===== src/rtl/id_ex_stage.sv =====
// ID/EX pipeline register for the 64-bit MIPS datapath: operand bypassing from EX/MEM and MEM/WB,
// load-use hazard detection with a one-cycle bubble, and a saturating stall counter.
module id_ex_stage #(
  parameter int unsigned DATA_W = 64,
  parameter int unsigned ADDR_W = 5
) (
  input  logic              clk,
  input  logic              rst,
  input  logic              id_valid,
  input  logic [ADDR_W-1:0] id_rs_addr,
  input  logic [ADDR_W-1:0] id_rt_addr,
  input  logic [ADDR_W-1:0] id_rd_addr,
  input  logic [DATA_W-1:0] read_data_1,
  input  logic [DATA_W-1:0] read_data_2,
  input  logic [DATA_W-1:0] id_imm,
  input  logic [3:0]        id_alu_op,
  input  logic              id_use_imm,
  input  logic              id_reg_write,
  input  logic              id_mem_read,
  input  logic              id_mem_write,
  input  logic              exm_reg_write,
  input  logic [ADDR_W-1:0] exm_rd,
  input  logic [DATA_W-1:0] exm_result,
  input  logic              mwb_reg_write,
  input  logic [ADDR_W-1:0] mwb_rd,
  input  logic [DATA_W-1:0] mwb_data,
  input  logic              flush,
  output logic              stall,
  output logic              ex_valid,
  output logic              ex_reg_write,
  output logic              ex_mem_read,
  output logic              ex_mem_write,
  output logic [3:0]        ex_alu_op,
  output logic [ADDR_W-1:0] ex_rd,
  output logic [DATA_W-1:0] ex_op_a,
  output logic [DATA_W-1:0] ex_op_b,
  output logic [DATA_W-1:0] ex_store_data,
  output logic [15:0]       stall_count
);

  logic [DATA_W-1:0] fwd_rs;
  logic [DATA_W-1:0] fwd_rt;
  logic [DATA_W-1:0] op_b;
  logic              exm_hit_rs, exm_hit_rt, mwb_hit_rs, mwb_hit_rt;

  // Register 0 is hard-wired, so a write targeting it never bypasses.
  assign exm_hit_rs = exm_reg_write && (exm_rd != '0) && (exm_rd == id_rs_addr);
  assign exm_hit_rt = exm_reg_write && (exm_rd != '0) && (exm_rd == id_rt_addr);
  assign mwb_hit_rs = mwb_reg_write && (mwb_rd != '0) && (mwb_rd == id_rs_addr);
  assign mwb_hit_rt = mwb_reg_write && (mwb_rd != '0) && (mwb_rd == id_rt_addr);

  always_comb begin
    fwd_rs = read_data_1;
    if (exm_hit_rs)      fwd_rs = exm_result;
    else if (mwb_hit_rs) fwd_rs = mwb_data;

    fwd_rt = read_data_2;
    if (exm_hit_rt)      fwd_rt = exm_result;
    else if (mwb_hit_rt) fwd_rt = mwb_data;

    op_b = id_use_imm ? id_imm : fwd_rt;
  end

  // A load in EX cannot bypass to ID yet; rt only matters when it is actually read.
  assign stall = id_valid && ex_valid && ex_mem_read && (ex_rd != '0) &&
                 ((ex_rd == id_rs_addr) || ((ex_rd == id_rt_addr) && !id_use_imm)) && !flush;

  always_ff @(posedge clk or negedge rst) begin
    if (!rst) begin
      ex_valid      <= 1'b0;
      ex_reg_write  <= 1'b0;
      ex_mem_read   <= 1'b0;
      ex_mem_write  <= 1'b0;
      ex_alu_op     <= '0;
      ex_rd         <= '0;
      ex_op_a       <= '0;
      ex_op_b       <= '0;
      ex_store_data <= '0;
    end else if (flush || stall) begin
      ex_valid      <= 1'b0;
      ex_reg_write  <= 1'b0;
      ex_mem_read   <= 1'b0;
      ex_mem_write  <= 1'b0;
      ex_alu_op     <= '0;
      ex_rd         <= '0;
      ex_op_a       <= '0;
      ex_op_b       <= '0;
      ex_store_data <= '0;
    end else begin
      ex_valid      <= id_valid;
      ex_reg_write  <= id_valid && id_reg_write;
      ex_mem_read   <= id_valid && id_mem_read;
      ex_mem_write  <= id_valid && id_mem_write;
      ex_alu_op     <= id_alu_op;
      ex_rd         <= id_rd_addr;
      ex_op_a       <= fwd_rs;
      ex_op_b       <= op_b;
      ex_store_data <= fwd_rt;
    end
  end

  always_ff @(posedge clk or negedge rst) begin
    if (!rst) begin
      stall_count <= '0;
    end else if (stall && (stall_count != 16'hFFFF)) begin
      stall_count <= stall_count + 16'd1;
    end
  end

endmodule


===== config.mk =====
export PLATFORM = sky130hd
export DESIGN_NAME = id_ex_stage
export DESIGN_NICKNAME = d
export VERILOG_FILES = /design/src/rtl/id_ex_stage.sv
export SDC_FILE = /design/constraint.sdc
export NUM_CORES = 1
export LEC_CHECK = 0
export CAP_MARGIN = 20
export CORE_AREA = 4 4 223 225
export DETAILED_ROUTE_END_ITERATION = 10
export DIE_AREA = 0 0 227 229
export SYNTH_ARGS = -nofsm -noshare
export SYNTH_HDL_FRONTEND = slang
export SYNTH_SLANG_ARGS = --single-unit

===== constraint.sdc =====
create_clock -name clk -period 2.5 [get_ports clk]
set_clock_uncertainty 0.1 [all_clocks]
set_input_delay 0.5 -clock clk [delete_from_list [all_inputs] [get_ports clk]]
set_output_delay 0.5 -clock clk [all_outputs]
set_load 0.005 [all_outputs]

==> run_results.csv <==
group,metric,value,unit
detailed_routing,drt_iter0_drc,611,
global_routing,grt.met3_usage,5.29,%
final_layout,final_cell_count_no_fill,2539,
critical_path,worst-endpoint-required,1.90,ns
synthesis,synthMuxAreaShare,5.75,%
timing,slew-limit-headroom,58.0,%
critical_path,cp-start-kind,"flip-flop",
final_layout,syn2layout_area_growth,88.4,%
final_layout,final_common_cell,"sky130_fd_sc_hd__clkdlybuf4s50_1",
timing,setup-violations-final,61,
synthesis,synth.ff_latch_count,221,
die,io_pins,581,
detailed_routing,drt-pass1-iter-count,5,
die,die_x,227,um
synthesis,synth_edf_count,0,
critical_path,critPathCaptureType,"primary output",
timing,final-max-slew-violation-count,0,
synthesis,synthSimpleGateAreaFrac,14.2,%
timing,timing.final.ws_setup,-0.125,ns
detailed_routing,total_number_of_vias,12100,
die,area_of_the_die,52000,um^2
clock_tree,cts_max_level,1,
pwr,worst_ir_drop_vdd,384,uV
synthesis,proportion_of_synthesized_chip_area_in_sequential_cells,48.8,%
final_layout,final_design_area_no_fill,21400,um^2
critical_path,slowest_delay,0.53,ns
placement,dp_hpwl,40600,um
synthesis,post_synth_fa_ha_maj_area_fraction,0.110,%
detailed_routing,route.detailed.vias_per_inst,4.76,
final_layout,area_of_combinational_cells_with_multiple_inputs,5610,um^2
synthesis,post_synth_num_cell_types,38,
clock_tree,tritoncts_buffers,27,
detailed_routing,avgRoutedWirePerCell,20.7,um
synthesis,syn-mean-instance-area,10.5,um^2
global_routing,grt_first_pass_wirelength,77200,um
critical_path,worst-endpoint-arrival,2.02,ns
pwr,power_per_cell_area,470,nW/um^2
global_routing,use_met2,33.7,%
synthesis,mappedNetlistArea,11300,um^2
pwr,power.total,10000,uW
final_layout,fillerInstances,4486,
clock_tree,clock-root-buffer,"sky130_fd_sc_hd__clkbuf_16",
final_layout,layout-drive-gt1-share,26.4,%
critical_path,start_to_end_type_of_the_worst_setup_path,"reg -> out",
synthesis,postSynth.asyncResetShare,100,%
clock_tree,clock_tree_from_tritoncts,"built",
timing,min_period,2.62,ns
placement,io_buffers,580,
global_routing,antenna_found_initial,3,
clock_tree,clock_tree.buffer_depth,3,
critical_path,crit_path_top_delay_cell,"sky130_fd_sc_hd__or4_4",
synthesis,ys.flop_type,"sky130_fd_sc_hd__dfrtp_1",
synthesis,synth_top_family_by_area,"compound AO/OA/AOI/OAI gates",
clock_tree,clkSinkCount,221,
detailed_routing,final_antenna_net_count,0,
min_path,hp-class,"in -> async",
global_routing,gr-usage-all-layers,19.0,%
die,rows,80,
timing,final.period_utilization,105,%
final_layout,final-seq-area,5530,um^2
global_routing,grt_start_max_net_pins,55,
timing,fin_tns_setup,-2.12,ns
placement,dpl_cell_area,20100,um^2
timing,fmax,381,MHz
status,run_status,"finished with violations",
synthesis,area_fraction_in_compound_gates_after_synthesis,23.2,%
final_layout,nNetsFinal,2264,
detailed_routing,drc,0,
critical_path,count_of_buffer_and_inverter_cells_on_the_critical_path,2,
placement,place.gp.congestion,0.891,
critical_path,worstPathCellList,"buf_6 > or4_4 > o2111ai_4 > nor3_2 > buf_2",
run,maxCapViolations,0,
status,violations,"setup timing",
critical_path,critPathTopFamily,"simple AND/OR/NAND/NOR gates",
synthesis,synthCells,1076,
final_layout,commonest_cells_after_routing_fill_and_taps_aside,"sky130_fd_sc_hd__clkdlybuf4s50_1 (576), sky130_fd_sc_hd__buf_4 (269), sky130_fd_sc_hd__dfrtp_1 (221)",
clock_tree,clkTransAtPathRegs,0.06,ns
timing,rsz0062_at_grt,"true",
final_layout,antenna-diode-count,0,
die,floorplan.core_area,47500,um^2
clock_tree,worstSkewPairLatency,0.56,ns
synthesis,synth_xor_xnor_area_share,3.48,%
synthesis,synth.yosys.warnings,0,
global_routing,globalRoute.busiestLayer,"met2",
detailed_routing,drt-total-wl,52400,um
pwr,leakage,0.00882,uW
critical_path,worstPathMaxFanout,2,
timing,worstMarginPinSlew,0.630,ns
global_routing,global_route.usage.met1,22.0,%
global_routing,vias_in_the_first_global_route,12900,
synthesis,synth_fp_nets,1436,
die,floorplan.initialDensity,23.9,%
die,floorplan.die.height,229,um
timing,final-hold-violation-count,0,
placement,dp.cells,2482,
global_routing,grt_remaining_overflow,0,
-- state kept, by name, summed over array words and instances, names as in the netlist --
signal / count
ex_op_a: 64
ex_alu_op: 4
stall_count: 16
ex_op_b: 64
ex_valid: 1
ex_mem_read: 1
ex_rd: 5
ex_reg_write: 1
ex_store_data: 64
ex_mem_write: 1
-- logic make-up after synthesis --
kind of cell,count (synthesis)
multiplexers,65
buffers and inverters,92
adder cells (fa/ha/maj),1
XOR/XNOR,45
AO/OA/AOI/OAI,260
AND/OR/NAND/NOR,392
flip-flops,221
-- layer usage --
metal | part of all wire (%) | routed length [um] | vias up
met5 | 0.065 | 34 | -
met4 | 3.5 | 1830 | 6
met3 | 8.1 | 4230 | 104
li1 | - | - | 5553
met1 | 39 | 20300 | 5930
met2 | 50 | 26100 | 502
-- stage by stage --
| stage | hold WS, ns | util, % | worst slack (ns) |
|---|---|---|---|
| 6_report | 0.363 | 44.9 | -0.125 |
| 5_1_grt | 0.377 | 44.9 | -0.241 |
| 4_1_cts | 0.346 | 44.4 | -0.203 |
| 3_5_place_dp | 0.378 | 42.2 | -0.595 |
| 3_3_place_gp | 0.375 | 42.2 | -0.621 |
| 2_1_floorplan | 0.104 | - | 0.238 |
-- synth_stat cells (2+ instances only) --
cell type	count	area [um^2]
sky130_fd_sc_hd__nand3_1	14	70.1
sky130_fd_sc_hd__buf_4	8	60.1
sky130_fd_sc_hd__nor4_1	4	25.0
sky130_fd_sc_hd__xnor2_1	36	315
sky130_fd_sc_hd__nor3_1	4	20.0
sky130_fd_sc_hd__a311oi_1	4	35.0
sky130_fd_sc_hd__a211oi_1	24	180
sky130_fd_sc_hd__or3_1	2	12.5
sky130_fd_sc_hd__and2_1	10	62.6
sky130_fd_sc_hd__nor2_1	133	499
sky130_fd_sc_hd__a311oi_2	60	901
sky130_fd_sc_hd__buf_1	3	11.3
sky130_fd_sc_hd__a211oi_2	40	500
sky130_fd_sc_hd__buf_2	27	135
sky130_fd_sc_hd__nand4_1	6	37.5
sky130_fd_sc_hd__xor2_1	9	78.8
sky130_fd_sc_hd__and3_1	5	31.3
sky130_fd_sc_hd__buf_6	14	158
sky130_fd_sc_hd__mux2i_1	64	641
sky130_fd_sc_hd__a21oi_1	64	320
sky130_fd_sc_hd__or4_1	4	30.0
sky130_fd_sc_hd__nand2_1	203	762
sky130_fd_sc_hd__a311o_1	64	641
sky130_fd_sc_hd__clkbuf_1	40	150
sky130_fd_sc_hd__dfrtp_1	221	5530
-- what timing repair did --
action | in CTS | in global routing
cloned | 0 | 1
hold endpoints to repair | 48 | 0
pin swaps | 3 | 5
setup buffers | 2 | 4
hold buffers | 1 | 0
endpoints found under the setup margin | 56 | 170
gates resized for setup | 24 | 45
-- report_power, final --
| part | switching, uW | internal, uW |
|---|---|---|
| Sequential | 73.4 | 3780 |
| Clock | 1670 | 2320 |
| Combinational | 856 | 1340 |
-- final cells by class --
cell class,instances,share of cell area (%)
well taps,615,3.60
multi-input cells,763,26.3
clock inverters,10,0.410
flip-flops and latches,221,25.9
clock buffers,39,3.75
repair buffers,891,40.1
-- final timing paths --
kind | slack, ns | cells past startpoint | end | start
min in group clk | 0.39 | 3 | ex_op_b[61] | id_imm[61]
setup / recovery | -0.12 | 5 | stall | ex_rd[4]
hold reg to reg | 0.43 | 1 | stall_count[11] | stall_count[11]
setup reg to reg | -0.12 | 10 | ex_store_data[34] | ex_rd[4]
hold / removal | 0.36 | 2 | ex_store_data[61] | rst
max in group asynchronous | 1.22 | 3 | ex_store_data[37] | rst
-- worst register-to-register path, stage by stage (launching register included) --
cell and delay [ns]:
sky130_fd_sc_hd__dfrtp_1 0.40, sky130_fd_sc_hd__buf_6 0.12, sky130_fd_sc_hd__or4_4 0.53, sky130_fd_sc_hd__o2111ai_4 0.21, sky130_fd_sc_hd__buf_4 0.14, sky130_fd_sc_hd__buf_6 0.09
sky130_fd_sc_hd__nor2_2 0.03, sky130_fd_sc_hd__or2_4 0.26, sky130_fd_sc_hd__buf_12 0.17, sky130_fd_sc_hd__buf_12 0.20, sky130_fd_sc_hd__a311oi_2 0.25
Note: power is estimated with default switching activity, not from simulation.
